--- src/rtl/raster_addr_gen.sv ---
// Pipelined raster-position to frame-buffer / text-register address generator.
// Two register stages; the frame-buffer row base comes from an accumulator, not a multiplier.
module raster_addr_gen #(
    parameter int H_RES       = 640,
    parameter int V_RES       = 480,
    parameter int GAME_X0     = 160,
    parameter int GAME_W      = 320,
    parameter int GAME_Y0     = 0,
    parameter int GAME_H      = 480,
    parameter int FB_AW       = 18,
    parameter int TXT_X0      = 0,
    parameter int TXT_Y0      = 288,
    parameter int TXT_COLS    = 10,
    parameter int TXT_ROWS    = 6,
    parameter int CHAR_W_LOG2 = 4,
    parameter int CHAR_H_LOG2 = 5,
    parameter int REG_AW      = 6
) (
    input  logic                   pixel_clk,
    input  logic                   reset,
    input  logic [9:0]             DrawX,
    input  logic [9:0]             DrawY,
    output logic [FB_AW-1:0]       fb_addr,
    output logic                   fb_oe,
    output logic [REG_AW-1:0]      reg_addr,
    output logic                   txt_valid,
    output logic [CHAR_W_LOG2-1:0] glyph_x,
    output logic [CHAR_H_LOG2-1:0] glyph_y,
    output logic [9:0]             txt_off_y
);

    localparam int TXT_W   = TXT_COLS << CHAR_W_LOG2;
    localparam int TXT_H   = TXT_ROWS << CHAR_H_LOG2;
    localparam int SUM_W   = ((FB_AW > 11) ? FB_AW : 11) + 1;
    localparam int PROD_W  = 24;

    localparam logic [10:0] GX0 = 11'(GAME_X0);
    localparam logic [10:0] GY0 = 11'(GAME_Y0);
    localparam logic [10:0] GW  = 11'(GAME_W);
    localparam logic [10:0] GH  = 11'(GAME_H);
    localparam logic [10:0] TX0 = 11'(TXT_X0);
    localparam logic [10:0] TY0 = 11'(TXT_Y0);
    localparam logic [10:0] TW  = 11'(TXT_W);
    localparam logic [10:0] TH  = 11'(TXT_H);
    localparam logic [9:0]  GX_LAST = 10'(GAME_X0 + GAME_W - 1);
    localparam logic [9:0]  GY_LAST = 10'(GAME_Y0 + GAME_H - 1);

    if (longint'(GAME_W) * longint'(GAME_H) > (64'd1 << FB_AW)) begin : g_fb_range
        $error("game window does not fit in FB_AW address bits");
    end
    if (TXT_COLS * TXT_ROWS > (1 << REG_AW)) begin : g_reg_range
        $error("text window does not fit in REG_AW index bits");
    end
    if (GAME_X0 + GAME_W > H_RES || GAME_Y0 + GAME_H > V_RES) begin : g_game_bounds
        $error("game window exceeds active raster");
    end
    if (TXT_X0 + TXT_W > H_RES || TXT_Y0 + TXT_H > V_RES) begin : g_txt_bounds
        $error("text window exceeds active raster");
    end

    typedef struct packed {
        logic [9:0] x;
        logic [9:0] y;
        logic       game;
        logic       txt;
    } s1_t;

    s1_t              s1;
    logic [FB_AW-1:0] row_base, row_base_nxt;

    // Window membership as one unsigned compare: a coordinate left of the
    // origin wraps to a large offset and fails the length test.
    function automatic logic in_range(input logic [9:0] v, input logic [10:0] lo,
                                      input logic [10:0] len);
        logic [10:0] off;
        off = {1'b0, v} - lo;
        return off < len;
    endfunction

    logic in_game, in_txt;
    always_comb begin
        in_game = in_range(DrawX, GX0, GW) && in_range(DrawY, GY0, GH);
        in_txt  = in_range(DrawX, TX0, TW) && in_range(DrawY, TY0, TH);
    end

    always_ff @(posedge pixel_clk or posedge reset) begin
        if (reset) begin
            s1 <= '0;
        end else begin
            s1.x    <= DrawX;
            s1.y    <= DrawY;
            s1.game <= in_game;
            s1.txt  <= in_txt;
        end
    end

    logic              game_rows;
    logic [10:0]       gx_off;
    logic [10:0]       tx_off;
    logic [9:0]        ty_off;
    logic [FB_AW-1:0]  fb_addr_nxt;
    logic [REG_AW-1:0] reg_addr_nxt;

    always_comb begin
        game_rows = in_range(s1.y, GY0, GH);
        gx_off    = {1'b0, s1.x} - GX0;
        tx_off    = {1'b0, s1.x} - TX0;
        ty_off    = s1.y - TY0[9:0];
        fb_addr_nxt  = FB_AW'(SUM_W'(row_base) + SUM_W'(gx_off));
        reg_addr_nxt = REG_AW'(PROD_W'(ty_off >> CHAR_H_LOG2) * PROD_W'(TXT_COLS)
                              + PROD_W'(tx_off >> CHAR_W_LOG2));
    end

    // Rows outside the game window re-zero the base, so any raster glitch or
    // mid-frame reset heals by the next vertical blanking.
    always_comb begin
        row_base_nxt = row_base;
        if (!game_rows) begin
            row_base_nxt = '0;
        end else if (s1.x == GX_LAST) begin
            row_base_nxt = (s1.y == GY_LAST) ? '0 : row_base + FB_AW'(GAME_W);
        end
    end

    always_ff @(posedge pixel_clk or posedge reset) begin
        if (reset) begin
            row_base  <= '0;
            fb_addr   <= '0;
            fb_oe     <= 1'b0;
            reg_addr  <= '0;
            txt_valid <= 1'b0;
            glyph_x   <= '0;
            glyph_y   <= '0;
            txt_off_y <= '0;
        end else begin
            row_base  <= row_base_nxt;
            fb_oe     <= s1.game;
            fb_addr   <= s1.game ? fb_addr_nxt : '0;
            txt_valid <= s1.txt;
            reg_addr  <= s1.txt ? reg_addr_nxt : '0;
            glyph_x   <= s1.txt ? tx_off[CHAR_W_LOG2-1:0] : '0;
            glyph_y   <= s1.txt ? ty_off[CHAR_H_LOG2-1:0] : '0;
            txt_off_y <= ty_off;
        end
    end

endmodule

--- config.mk ---
export PLATFORM = sky130hd
export DESIGN_NAME = raster_addr_gen
export DESIGN_NICKNAME = d
export VERILOG_FILES = /design/src/rtl/raster_addr_gen.sv
export SDC_FILE = /design/constraint.sdc
export NUM_CORES = 1
export LEC_CHECK = 0
export ABC_AREA = 1
export CORE_ASPECT_RATIO = 1.75
export CORE_UTILIZATION = 40
export DETAILED_ROUTE_END_ITERATION = 10
export PLACE_DENSITY = 0.69
export SYNTH_ARGS = -nofsm -noshare
export SYNTH_HDL_FRONTEND = slang
export SYNTH_SLANG_ARGS = --single-unit
--- constraint.sdc ---
create_clock -name pixel_clk -period 3.15 [get_ports pixel_clk]
set_input_delay 0.63 -clock pixel_clk [delete_from_list [all_inputs] [get_ports pixel_clk]]
set_output_delay 0.63 -clock pixel_clk [all_outputs]
set_load 0.05 [all_outputs]
==> impl_metrics.json <==
{
  "outcome": "finished, final reports clean",
  "synthTopCellsByCount": "nand2_1 (124), dfrtp_1 (79), inv_1 (74), nor2_1 (49), nand3_1 (24)",
  "power_frac_clock": 0.394,
  "vias_per_cell": 4.69,
  "p_per_area_nw_per_um2": 526,
  "report.final.slew_viol_count": 0,
  "place_ws_ps": 659,
  "pin_count": 67,
  "synth.most_common_cell": "nand2_1",
  "synth-warning-count": 0,
  "numCtsBuffers": 9,
  "hold_path_end": "txt_off_y[0]",
  "fin_crit_sh": 0.797,
  "r2r_start": "s1[7]",
  "synthSimpleGateAreaFrac": 0.239,
  "worstHoldStart": "s1[2]",
  "io_buffer_count": 66,
  "synth_top_family_by_area": "simple AND/OR/NAND/NOR gates",
  "synth_top_area_frac": 0.523,
  "grt_pass1_vias": 2947,
  "reg2reg_slack_ps": 640,
  "synth_nets": 489,
  "ctsHoldBuffers": 0,
  "finalSetupViolations": 0,
  "crit_slowest_cell": "dfrtp_1",
  "tightest_slew_ps": 894,
  "clockRootBuffer": "clkbuf_16",
  "core_sq_um": 9090,
  "async_flop_share": 1.00,
  "multi_input_area_sq_um": 1470,
  "period_needed_ps": 2510,
  "max_stage_delay_ps": 370,
  "ir_worst_vdd_mv": 0.307,
  "timing.final.ws_setup_ps": 640,
  "initial_core_util": 0.416,
  "ctsHtreeMaxLevel": 3,
  "wl_per_cell_microns": 12.2,
  "fin_total_pwr_mw": 2.56,
  "dieArea_sq_um": 9850,
  "p_leak_nw": 2.52,
  "rr_worst_depth": 14,
  "cp-end-kind": "register",
  "first_pass_iters": 4,
  "synth-adder-area-share": 0.0682,
  "critPathLaunchType": "register",
  "seqPwrFrac": 0.434,
  "wirelength_microns": 7840,
  "grt_use_total": 0.177,
  "min_path_cells": 0,
  "synth_cells": 447,
  "gp_congestion": 0.875,
  "synthMuxAreaShare": 0,
  "antenna_found_initial": 0,
  "crit_type": "register to register",
  "vias": 3020,
  "synth_area_leaders": "dfrtp_1 (52%), nand2_1 (12%), inv_1 (7.4%)",
  "finClkSkew_ps": 8.18,
  "crit_path_cell_trace": "inv_1 > ha_1 > inv_1 > ha_1 > ha_1 > ha_1 > a21oi_1 > nand2_1 > nand2_1 > nand2_1 > inv_1 > nand3_1 > nand2_1 > nor2_1",
  "relSlewSlack": 0.403,
  "grt_setup_unrepaired": "no",
  "drtIter0Drc": 134,
  "fillers": 872,
  "cts.clk_slew.worst_paths_ps": 60,
  "grt_max_degree": 43,
  "stdcell_count": 644,
  "cts_buffer_depth": 2,
  "final_hold_viol_count": 0,
  "cts_setup_buffers": 0,
  "setup_tns_ps": 0,
  "synthFlopType": "dfrtp_1",
  "synth-xor-area-share": 0.0232,
  "cp_data_arrival_time_ps": 2730,
  "area_growth_pct": 28.8,
  "cts_resized": 0,
  "synth_edf_count": 0,
  "drc": 0,
  "die-height_microns": 131,
  "grt_pass1_wl_microns": 12800,
  "ys_ff_latch": 79,
  "combinationalPowerShare": 0.172,
  "r2r_end": "reg_addr[5]",
  "syn_avg_cell_area_sq_um": 8.45,
  "hold_path_class": "register to register",
  "place_inst": 629,
  "synth_compound_area_frac": 0.0576,
  "row_count": 46,
  "switching_share": 0.277,
  "required_ps": 3370,
  "synthDistinctLibCells": 32,
  "synth_top_area_cell": "dfrtp_1",
  "cts_tree": "yes",
  "nets": 562,
  "clock-sinks": 79,
  "seq_area_frac_synth": 0.523,
  "drive_gt1_frac": 0.0592,
  "internal_power_mw": 1.85,
  "fmax_mhz": 398,
  "cap_violations": 0,
  "cp_max_fo": 5,
  "clk_latency_ps": 330,
  "seqCellArea_sq_um": 1980,
  "syn_area_sq_um": 3780,
  "p_switching_mw": 0.710,
  "postRouteAntennaNets": 0,
  "dp_hpwl_microns": 6060,
  "n_antenna_cell": 0,
  "die_w_microns": 75.5,
  "grt.overflow.total": 0
}
## cell usage in the layout, fill, tap and decap left out, drive strengths merged
cell type and n:
inv 76, a41oi 1, o21a 1, nand3 26
nand4 3, bufinv 1, clkdlybuf4s50 66, ha 19
fa 1, clkbuf 10, o22ai 1, o21ai 17
clkinvlp 2, a21oi 19, conb 1, a21o 2
or2 1, nor2 54, nor3b 2, buf 2
nand2 126, nor3 2, xnor2 2, dfrtp 79
xor2 8, clkinv 2
## power by group through the flow
| stage | clock [mW] | combinational (mW) | sequential [mW] |
|---|---|---|---|
| after floorplan | 0 | 0.234 | 1.19 |
| after global placement | 0 | 0.429 | 1.13 |
| after detailed placement | 0 | 0.440 | 1.13 |
| after CTS | 1.03 | 0.442 | 1.11 |
| after global routing | 1.08 | 0.489 | 1.12 |
| final | 1.01 | 0.441 | 1.11 |
## area by class of cell
| cell class | instances | area share |
|---|---|---|
| Clock buffer | 10 | 0.0491 |
| Clock inverter | 5 | 0.0121 |
| Inverter | 76 | 0.0586 |
| Multi-Input combinational cell | 286 | 0.302 |
| Sequential cell | 79 | 0.406 |
| Tap cell | 120 | 0.0308 |
| Timing Repair Buffer | 68 | 0.141 |
## worst max-delay path: cells and delay by family, from the launching register on
kind,cells,cell delay [ps]
adders and majority gates,4,1250
DFF,1,370
and+or+nand+nor,6,340
buffers and inverters,3,260
AOI/OAI and AO/OA,1,180
## metal layers
layer | wire length [microns] | vias up | track usage
met5 | 0 | - | 0
met1 | 3030 | 1421 | 0.184
met2 | 4340 | 76 | 0.329
met4 | 162 | 0 | 0.0806
met3 | 311 | 12 | 0.0345
li1 | - | 1511 | -
## kinds of logic (layout without fill, tap and decap cells)
group / Yosys count / in the layout
adder cells (fa/ha/maj): 20 / 20
other: 1 / 1
flip-flops: 79 / 79
AO/OA/AOI/OAI: 41 / 41
AND/OR/NAND/NOR: 214 / 214
buffers and inverters: 82 / 159
XOR/XNOR: 10 / 10
## how the worst max path moves through the flow
stage	start	end
CTS	s1[7]	reg_addr[5]
global route	s1[7]	reg_addr[5]
global placement	s1[7]	reg_addr[5]
finish	s1[7]	reg_addr[5]
detailed placement	s1[7]	reg_addr[5]
floorplan	reset	fb_addr[0]
## through the flow
| step | hold slack, ps | util | instance area (sq um) |
|---|---|---|---|
| 2_1_floorplan | 349 | - | 3780 |
| 3_3_place_gp | 383 | 0.503 | 4570 |
| 3_5_place_dp | 393 | 0.503 | 4570 |
| 4_1_cts | 411 | 0.535 | 4870 |
| 5_1_grt | 426 | 0.535 | 4870 |
| 6_report | 410 | 0.535 | 4870 |
## flip-flops by register name, summed over array words and instances, names as in the netlist
signal / flops
txt_valid: 1
txt_off_y: 10
fb_oe: 1
glyph_y: 5
fb_addr: 18
row_base: 12
glyph_x: 4
reg_addr: 6
s1: 22
No activity file was read; power rests on OpenSTA's default activity.
